$ cat src/rtl/hazard_ctrl_if.sv
// ID-stage hazard bundle: instruction/branch information toward the controller,
// pipeline-register controls back toward the core.
interface hazard_ctrl_if #(
    parameter int unsigned REG_AW = 5
);
    logic              id_valid;
    logic [REG_AW-1:0] id_rs;
    logic [REG_AW-1:0] id_rt;
    logic              id_uses_rs;
    logic              id_uses_rt;
    logic              id_is_load;
    logic [REG_AW-1:0] id_rd;
    logic              id_is_store;
    logic              id_is_branch;
    logic              br_resolved;
    logic              pc_hold;
    logic              ifid_hold;
    logic              idex_bubble;
    logic              ifid_flush;
    logic              load_stall;

    modport master (
        output id_valid, id_rs, id_rt, id_uses_rs, id_uses_rt, id_is_load,
               id_rd, id_is_store, id_is_branch, br_resolved,
        input  pc_hold, ifid_hold, idex_bubble, ifid_flush, load_stall
    );

    modport slave (
        input  id_valid, id_rs, id_rt, id_uses_rs, id_uses_rt, id_is_load,
               id_rd, id_is_store, id_is_branch, br_resolved,
        output pc_hold, ifid_hold, idex_bubble, ifid_flush, load_stall
    );
endinterface

$ cat src/rtl/hazard_ctrl.sv
// Load-use stall and branch-flush controller for the 5-stage core.
// Optional HAZARD_PERF_EN adds stall/flush performance counters.
module hazard_ctrl #(
    parameter int unsigned REG_AW     = 5,
    parameter int unsigned LOAD_LAT   = 1,
    parameter int unsigned BR_PENALTY = 2
) (
    input  logic        clk,
    input  logic        rst_n,
    hazard_ctrl_if.slave hz
`ifdef HAZARD_PERF_EN
    ,
    output logic [31:0] perf_stall_cnt,
    output logic [31:0] perf_flush_cnt
`endif
);
    localparam int unsigned CNT_W = $clog2(BR_PENALTY + 1);

    typedef enum logic {RUN, FLUSH} state_e;

    state_e             state_q, state_d;
    logic [CNT_W-1:0]   cnt_q, cnt_d;
    logic [LOAD_LAT-1:0] ld_vld_q, ld_vld_d;
    logic [REG_AW-1:0]  ld_rd_q [LOAD_LAT];
    logic [REG_AW-1:0]  ld_rd_d [LOAD_LAT];

    logic rs_hit, rt_hit, stall_raw, issue, in_run, in_flush;

    // Source-vs-tracker match; store data hitting the oldest load is forwarded mem-to-mem
    always_comb begin
        rs_hit = 1'b0;
        rt_hit = 1'b0;
        for (int k = 0; k < int'(LOAD_LAT); k++) begin
            if (ld_vld_q[k] && hz.id_uses_rs && (hz.id_rs != '0) && (hz.id_rs == ld_rd_q[k]))
                rs_hit = 1'b1;
            if (ld_vld_q[k] && hz.id_uses_rt && (hz.id_rt != '0) && (hz.id_rt == ld_rd_q[k]) &&
                !(hz.id_is_store && (k == int'(LOAD_LAT) - 1)))
                rt_hit = 1'b1;
        end
    end

    assign in_run    = (state_q == RUN);
    assign in_flush  = (state_q == FLUSH);
    assign stall_raw = hz.id_valid & in_run & (rs_hit | rt_hit);
    assign issue     = hz.id_valid & ~stall_raw & in_run;

    assign hz.load_stall  = rst_n & stall_raw;
    assign hz.ifid_hold   = rst_n & stall_raw;
    assign hz.ifid_flush  = rst_n & in_flush;
    assign hz.pc_hold     = rst_n & (stall_raw | in_flush);
    assign hz.idex_bubble = rst_n & (stall_raw | in_flush);

    // Tracker aging and branch-flush sequencing
    always_comb begin
        state_d     = state_q;
        cnt_d       = cnt_q;
        ld_vld_d    = '0;
        ld_rd_d     = ld_rd_q;
        ld_vld_d[0] = issue & hz.id_is_load & (hz.id_rd != '0);
        ld_rd_d[0]  = hz.id_rd;
        for (int k = 1; k < int'(LOAD_LAT); k++) begin
            ld_vld_d[k] = ld_vld_q[k-1];
            ld_rd_d[k]  = ld_rd_q[k-1];
        end
        case (state_q)
            RUN: begin
                if (issue && hz.id_is_branch) begin
                    state_d = FLUSH;
                    cnt_d   = CNT_W'(BR_PENALTY);
                end
            end
            FLUSH: begin
                if (hz.br_resolved || (cnt_q == CNT_W'(1))) begin
                    state_d = RUN;
                    cnt_d   = '0;
                end else begin
                    cnt_d = cnt_q - CNT_W'(1);
                end
            end
            default: begin
                state_d = RUN;
                cnt_d   = '0;
            end
        endcase
    end

`ifdef HAZARD_PERF_EN
    logic [31:0] stall_cnt_q, stall_cnt_d, flush_cnt_q, flush_cnt_d;

    assign stall_cnt_d    = stall_cnt_q + 32'(stall_raw);
    assign flush_cnt_d    = flush_cnt_q + 32'(in_flush);
    assign perf_stall_cnt = stall_cnt_q;
    assign perf_flush_cnt = flush_cnt_q;
`endif

    always_ff @(posedge clk) begin
        if (!rst_n) begin
            state_q  <= RUN;
            cnt_q    <= '0;
            ld_vld_q <= '0;
            ld_rd_q  <= '{default: '0};
`ifdef HAZARD_PERF_EN
            stall_cnt_q <= '0;
            flush_cnt_q <= '0;
`endif
        end else begin
            state_q  <= state_d;
            cnt_q    <= cnt_d;
            ld_vld_q <= ld_vld_d;
            ld_rd_q  <= ld_rd_d;
`ifdef HAZARD_PERF_EN
            stall_cnt_q <= stall_cnt_d;
            flush_cnt_q <= flush_cnt_d;
`endif
        end
    end
endmodule

$ cat src/flat_wrapper.sv
// flat-port wrapper written by rule: the top's interface ports become plain ports
module hazard_ctrl_flat 
#(
    parameter int unsigned REG_AW     = 5,
    parameter int unsigned LOAD_LAT   = 1,
    parameter int unsigned BR_PENALTY = 2
)
  (clk, rst_n, hz_id_valid, hz_id_rs, hz_id_rt, hz_id_uses_rs, hz_id_uses_rt, hz_id_is_load, hz_id_rd, hz_id_is_store, hz_id_is_branch, hz_br_resolved, hz_pc_hold, hz_ifid_hold, hz_idex_bubble, hz_ifid_flush, hz_load_stall);
  hazard_ctrl_if #(.REG_AW(REG_AW)) hz_i ();
  input  logic clk;
  input  logic rst_n;
  input wire logic [$bits(hz_i.id_valid)-1:0] hz_id_valid;
  input wire logic [$bits(hz_i.id_rs)-1:0] hz_id_rs;
  input wire logic [$bits(hz_i.id_rt)-1:0] hz_id_rt;
  input wire logic [$bits(hz_i.id_uses_rs)-1:0] hz_id_uses_rs;
  input wire logic [$bits(hz_i.id_uses_rt)-1:0] hz_id_uses_rt;
  input wire logic [$bits(hz_i.id_is_load)-1:0] hz_id_is_load;
  input wire logic [$bits(hz_i.id_rd)-1:0] hz_id_rd;
  input wire logic [$bits(hz_i.id_is_store)-1:0] hz_id_is_store;
  input wire logic [$bits(hz_i.id_is_branch)-1:0] hz_id_is_branch;
  input wire logic [$bits(hz_i.br_resolved)-1:0] hz_br_resolved;
  output wire logic [$bits(hz_i.pc_hold)-1:0] hz_pc_hold;
  output wire logic [$bits(hz_i.ifid_hold)-1:0] hz_ifid_hold;
  output wire logic [$bits(hz_i.idex_bubble)-1:0] hz_idex_bubble;
  output wire logic [$bits(hz_i.ifid_flush)-1:0] hz_ifid_flush;
  output wire logic [$bits(hz_i.load_stall)-1:0] hz_load_stall;
  assign hz_i.id_valid = hz_id_valid;
  assign hz_i.id_rs = hz_id_rs;
  assign hz_i.id_rt = hz_id_rt;
  assign hz_i.id_uses_rs = hz_id_uses_rs;
  assign hz_i.id_uses_rt = hz_id_uses_rt;
  assign hz_i.id_is_load = hz_id_is_load;
  assign hz_i.id_rd = hz_id_rd;
  assign hz_i.id_is_store = hz_id_is_store;
  assign hz_i.id_is_branch = hz_id_is_branch;
  assign hz_i.br_resolved = hz_br_resolved;
  assign hz_pc_hold = hz_i.pc_hold;
  assign hz_ifid_hold = hz_i.ifid_hold;
  assign hz_idex_bubble = hz_i.idex_bubble;
  assign hz_ifid_flush = hz_i.ifid_flush;
  assign hz_load_stall = hz_i.load_stall;
  hazard_ctrl #(.REG_AW(REG_AW), .LOAD_LAT(LOAD_LAT), .BR_PENALTY(BR_PENALTY)) u_core (.clk(clk), .rst_n(rst_n), .hz(hz_i));
endmodule
$ cat config.mk
export PLATFORM = sky130hd
export DESIGN_NAME = hazard_ctrl_flat
export DESIGN_NICKNAME = d
export VERILOG_FILES = /design/src/rtl/hazard_ctrl_if.sv /design/src/rtl/hazard_ctrl.sv /design/src/flat_wrapper.sv
export SDC_FILE = /design/constraint.sdc
export NUM_CORES = 1
export LEC_CHECK = 0
export CAP_MARGIN = 20
export CORE_MARGIN = 1.5
export CORE_UTILIZATION = 35
export CTS_CLUSTER_DIAMETER = 200
export DETAILED_ROUTE_END_ITERATION = 16
export PLACE_DENSITY = 0.72
export SLEW_MARGIN = 0
export SYNTH_ARGS = -nofsm -noshare
export SYNTH_HDL_FRONTEND = slang
export SYNTH_SLANG_ARGS = --single-unit
$ cat constraint.sdc
create_clock -name clk -period 2.1 [get_ports clk]
set_clock_uncertainty 0.2 [all_clocks]
set_input_delay 0.42 -clock clk [delete_from_list [all_inputs] [get_ports clk]]
set_output_delay 0.42 -clock clk [all_outputs]
set_load 0.03 [all_outputs]
==> impl_metrics.tcl <==
set metrics [dict create \
    numPortBuffers 28 \
    yosys.area_share.simple_pct 27.2 \
    p_total_mw 0.426 \
    violations "negative setup slack" \
    synth_nets 84 \
    worst-setup-path-type "in -> out" \
    grt_start_max_net_pins 13 \
    synthAdderAreaFrac_pct 2.43 \
    status "finished, violations left" \
    layout-drive-gt1-share_pct 30.9 \
    fp-row-count 13 \
    vdd_drop_max_mv 0.257 \
    ctsLongestPathBuffers 2 \
    htreeDepth 1 \
    arrival_ns 1.58 \
    fin_util_pct 68.3 \
    cts_inserted_buffers 3 \
    hpwl_um 997 \
    nFillCells 111 \
    ant_nets 0 \
    grt_setup_unrepaired "true" \
    vias_per_cell 4.90 \
    clock-sinks 9 \
    path_max_fanout 3 \
    firstDrtPassIters 3 \
    place_area_um2 827 \
    cts.clk_slew.worst_paths_ns 0.06 \
    cts_tree "yes" \
    cts_root_buf "clkbuf_4" \
    gp_congestion 0.633 \
    pwr_density_cell_nw_per_um2 468 \
    power_leakage_nw 0.384 \
    grt_pass1_vias 480 \
    grt_use_total_pct 19.2 \
    finalNetCount 120 \
    end_kind "output pin" \
    pre_cts_slack_ns -0.388 \
    seq_area_frac_synth_pct 35.0 \
    grt_first_pass_wirelength_mm 2.13 \
    drc 0 \
    syn_to_final_growth_pct 76.7 \
    cts_hold_buf 0 \
    synth_area_um2 515 \
    syn_avg_cell_area_um2 8.74 \
    start_kind "primary input" \
    finalWorstSetupSlack_ns -0.0988 \
    num_io_pins 29 \
    max_freq_mhz 455 \
    wire_per_inst_um 12.0 \
    design.core.area_um2 1330 \
    final_area_um2 911 \
    diodes 0 \
    slew_headroom_pct 86.2 \
    dieArea_um2 1710 \
    antenna_found_initial 0 \
    drt-total-wl_mm 1.31 \
    maxSlewViolCount 0 \
    synthXorXnorAreaFrac_pct 13.6 \
    hold_class "reg -> reg" \
    final_cell_count_no_fill 109 \
    drt_iter0_drc 5 \
    fin_crit_ns 2.20 \
    chipWidth_um 41.4 \
    clk_latency_ns 0.26 \
    netlist_instances 59 \
    dp.cells 103 \
    critPathRequiredTime_ns 1.48 \
    synth.mux.area_fraction_pct 1.94 \
    via_count 534 \
    yosysUniqueCellTypes 27 \
    finalCritPeriodShare_pct 105 \
    synth_seq_cells 9 \
    tightest_slew_ns 0.205 \
    grt_overflow 0 \
    synth-compound-area-share_pct 14.8 \
    start_util_pct 38.6 \
    die_y_um 41.4 \
    yosysWarnings 0 \
    finalHoldViolations 0 \
    drv_cap 0 \
    setup_viol 4 \
    synth_top_family_by_area "simple AND/OR/NAND/NOR gates" \
]
==> where the power goes <==
group | total, mW | internal (mW) | switching, mW
combinational | 0.105 | 0.0635 | 0.0415
clock | 0.129 | 0.0729 | 0.0557
sequential | 0.192 | 0.180 | 0.0121
==> per-stage QoR <==
step | setup TNS, ns | hold slack [ns]
floorplan | -0.00153 | 0.279
CTS | -0.306 | 0.333
finish | -0.302 | 0.332
detailed placement | -1.50 | 0.318
global placement | -1.35 | 0.311
global route | -0.623 | 0.388
==> registers in the layout, indices dropped and copies added (netlist names) <==
signal and flops:
u_core.cnt_q 2, u_core.ld_rd_q 5, u_core.ld_vld_q 1, u_core.in_flush 1
==> critical path, cell delays in order <==
cell	delay [ns]
clkdlybuf4s15_1	0.21
xor2_1	0.18
nor3_2	0.19
nand3b_1	0.12
o21ai_2	0.10
and3_4	0.23
buf_6	0.13
==> worst paths after layout <==
path                           from         endpoint  slack [ns]  depth (start not counted)
setup reg to reg  u_core.ld_rd_q[0]  u_core.cnt_q[0]        0.41                          7
hold reg to reg     u_core.cnt_q[1]  u_core.cnt_q[1]        0.33                          2
hold / removal      u_core.cnt_q[1]  u_core.cnt_q[1]        0.33                          2
setup / recovery        hz_id_rs[0]    hz_load_stall        -0.1                          7
==> routing by layer <==
metal,global-route usage (%),vias to the layer above,share of wire (%)
met3,0,0,4.7
met1,27.5,240,45
met5,0,-,0
li1,-,280,-
met2,28.5,14,50
met4,12.1,0,0
==> cell families after synthesis <==
group	Yosys count
adders and majority gates	1
muxes	1
AOI/OAI and AO/OA	10
and+or+nand+nor	25
xor gates and xnor gates	8
buffers and inverters	5
DFF	9
==> layout by cell type (no fill, tap or decap), drive strengths merged <==
master         instances
nor2                   2
dfxtp                  9
o2111ai                2
nor3                   3
nand3                  2
or4                    1
xor2                   4
a21oi                  1
nor4                   2
nand2                  5
o21ai                  4
nor2b                  1
clkdlybuf4s15          3
clkdlybuf4s50         10
xnor2                  4
o211ai                 1
dlygate4sd2            8
nand4                  1
buf                   12
a31o                   1
and2                   6
ha                     1
inv                    2
o211a                  1
mux2i                  1
nand3b                 1
clkbuf                 5
and3                   1
==> area by class of cell <==
cell class / count / area, um^2 / area share [%]
Clock buffer: 4 / 26.3 / 2.88
Tap cell: 15 / 18.8 / 2.06
Inverter: 2 / 7.51 / 0.824
Sequential cell: 9 / 189 / 20.7
Timing Repair Buffer: 34 / 308 / 33.8
Multi-Input combinational cell: 45 / 362 / 39.7
==> synth_stat cells <==
cell       instances  share of area, %
a21oi_2            1               1.7
a31o_2             1               1.7
and2_1             6               7.3
and3_1             1               1.2
buf_4              2               2.9
clkbuf_1           1              0.73
dfxtp_1            9                35
ha_1               1               2.4
inv_1              2               1.5
mux2i_1            1               1.9
nand2_1            5               3.6
nand3_1            2               1.9
nand3b_1           1               1.5
nand4_1            1               1.2
nor2_1             2               1.5
nor2b_1            1               1.2
nor3_1             2               1.9
nor3_2             1               1.9
nor4_1             2               2.4
o2111ai_1          2               3.4
o211a_1            1               1.9
o211ai_1           1               1.5
o21ai_0            3               2.9
o21ai_2            1               1.7
or4_1              1               1.5
xnor2_1            4               6.8
xor2_1             4               6.8
==> what timing repair did <==
action                                  in CTS  in global routing
gates resized for setup                     33                  4
pin swaps                                   15                  5
endpoints found under the setup margin       4                  4
setup buffers                                2                  0
Power figures use the tool's default switching activity.
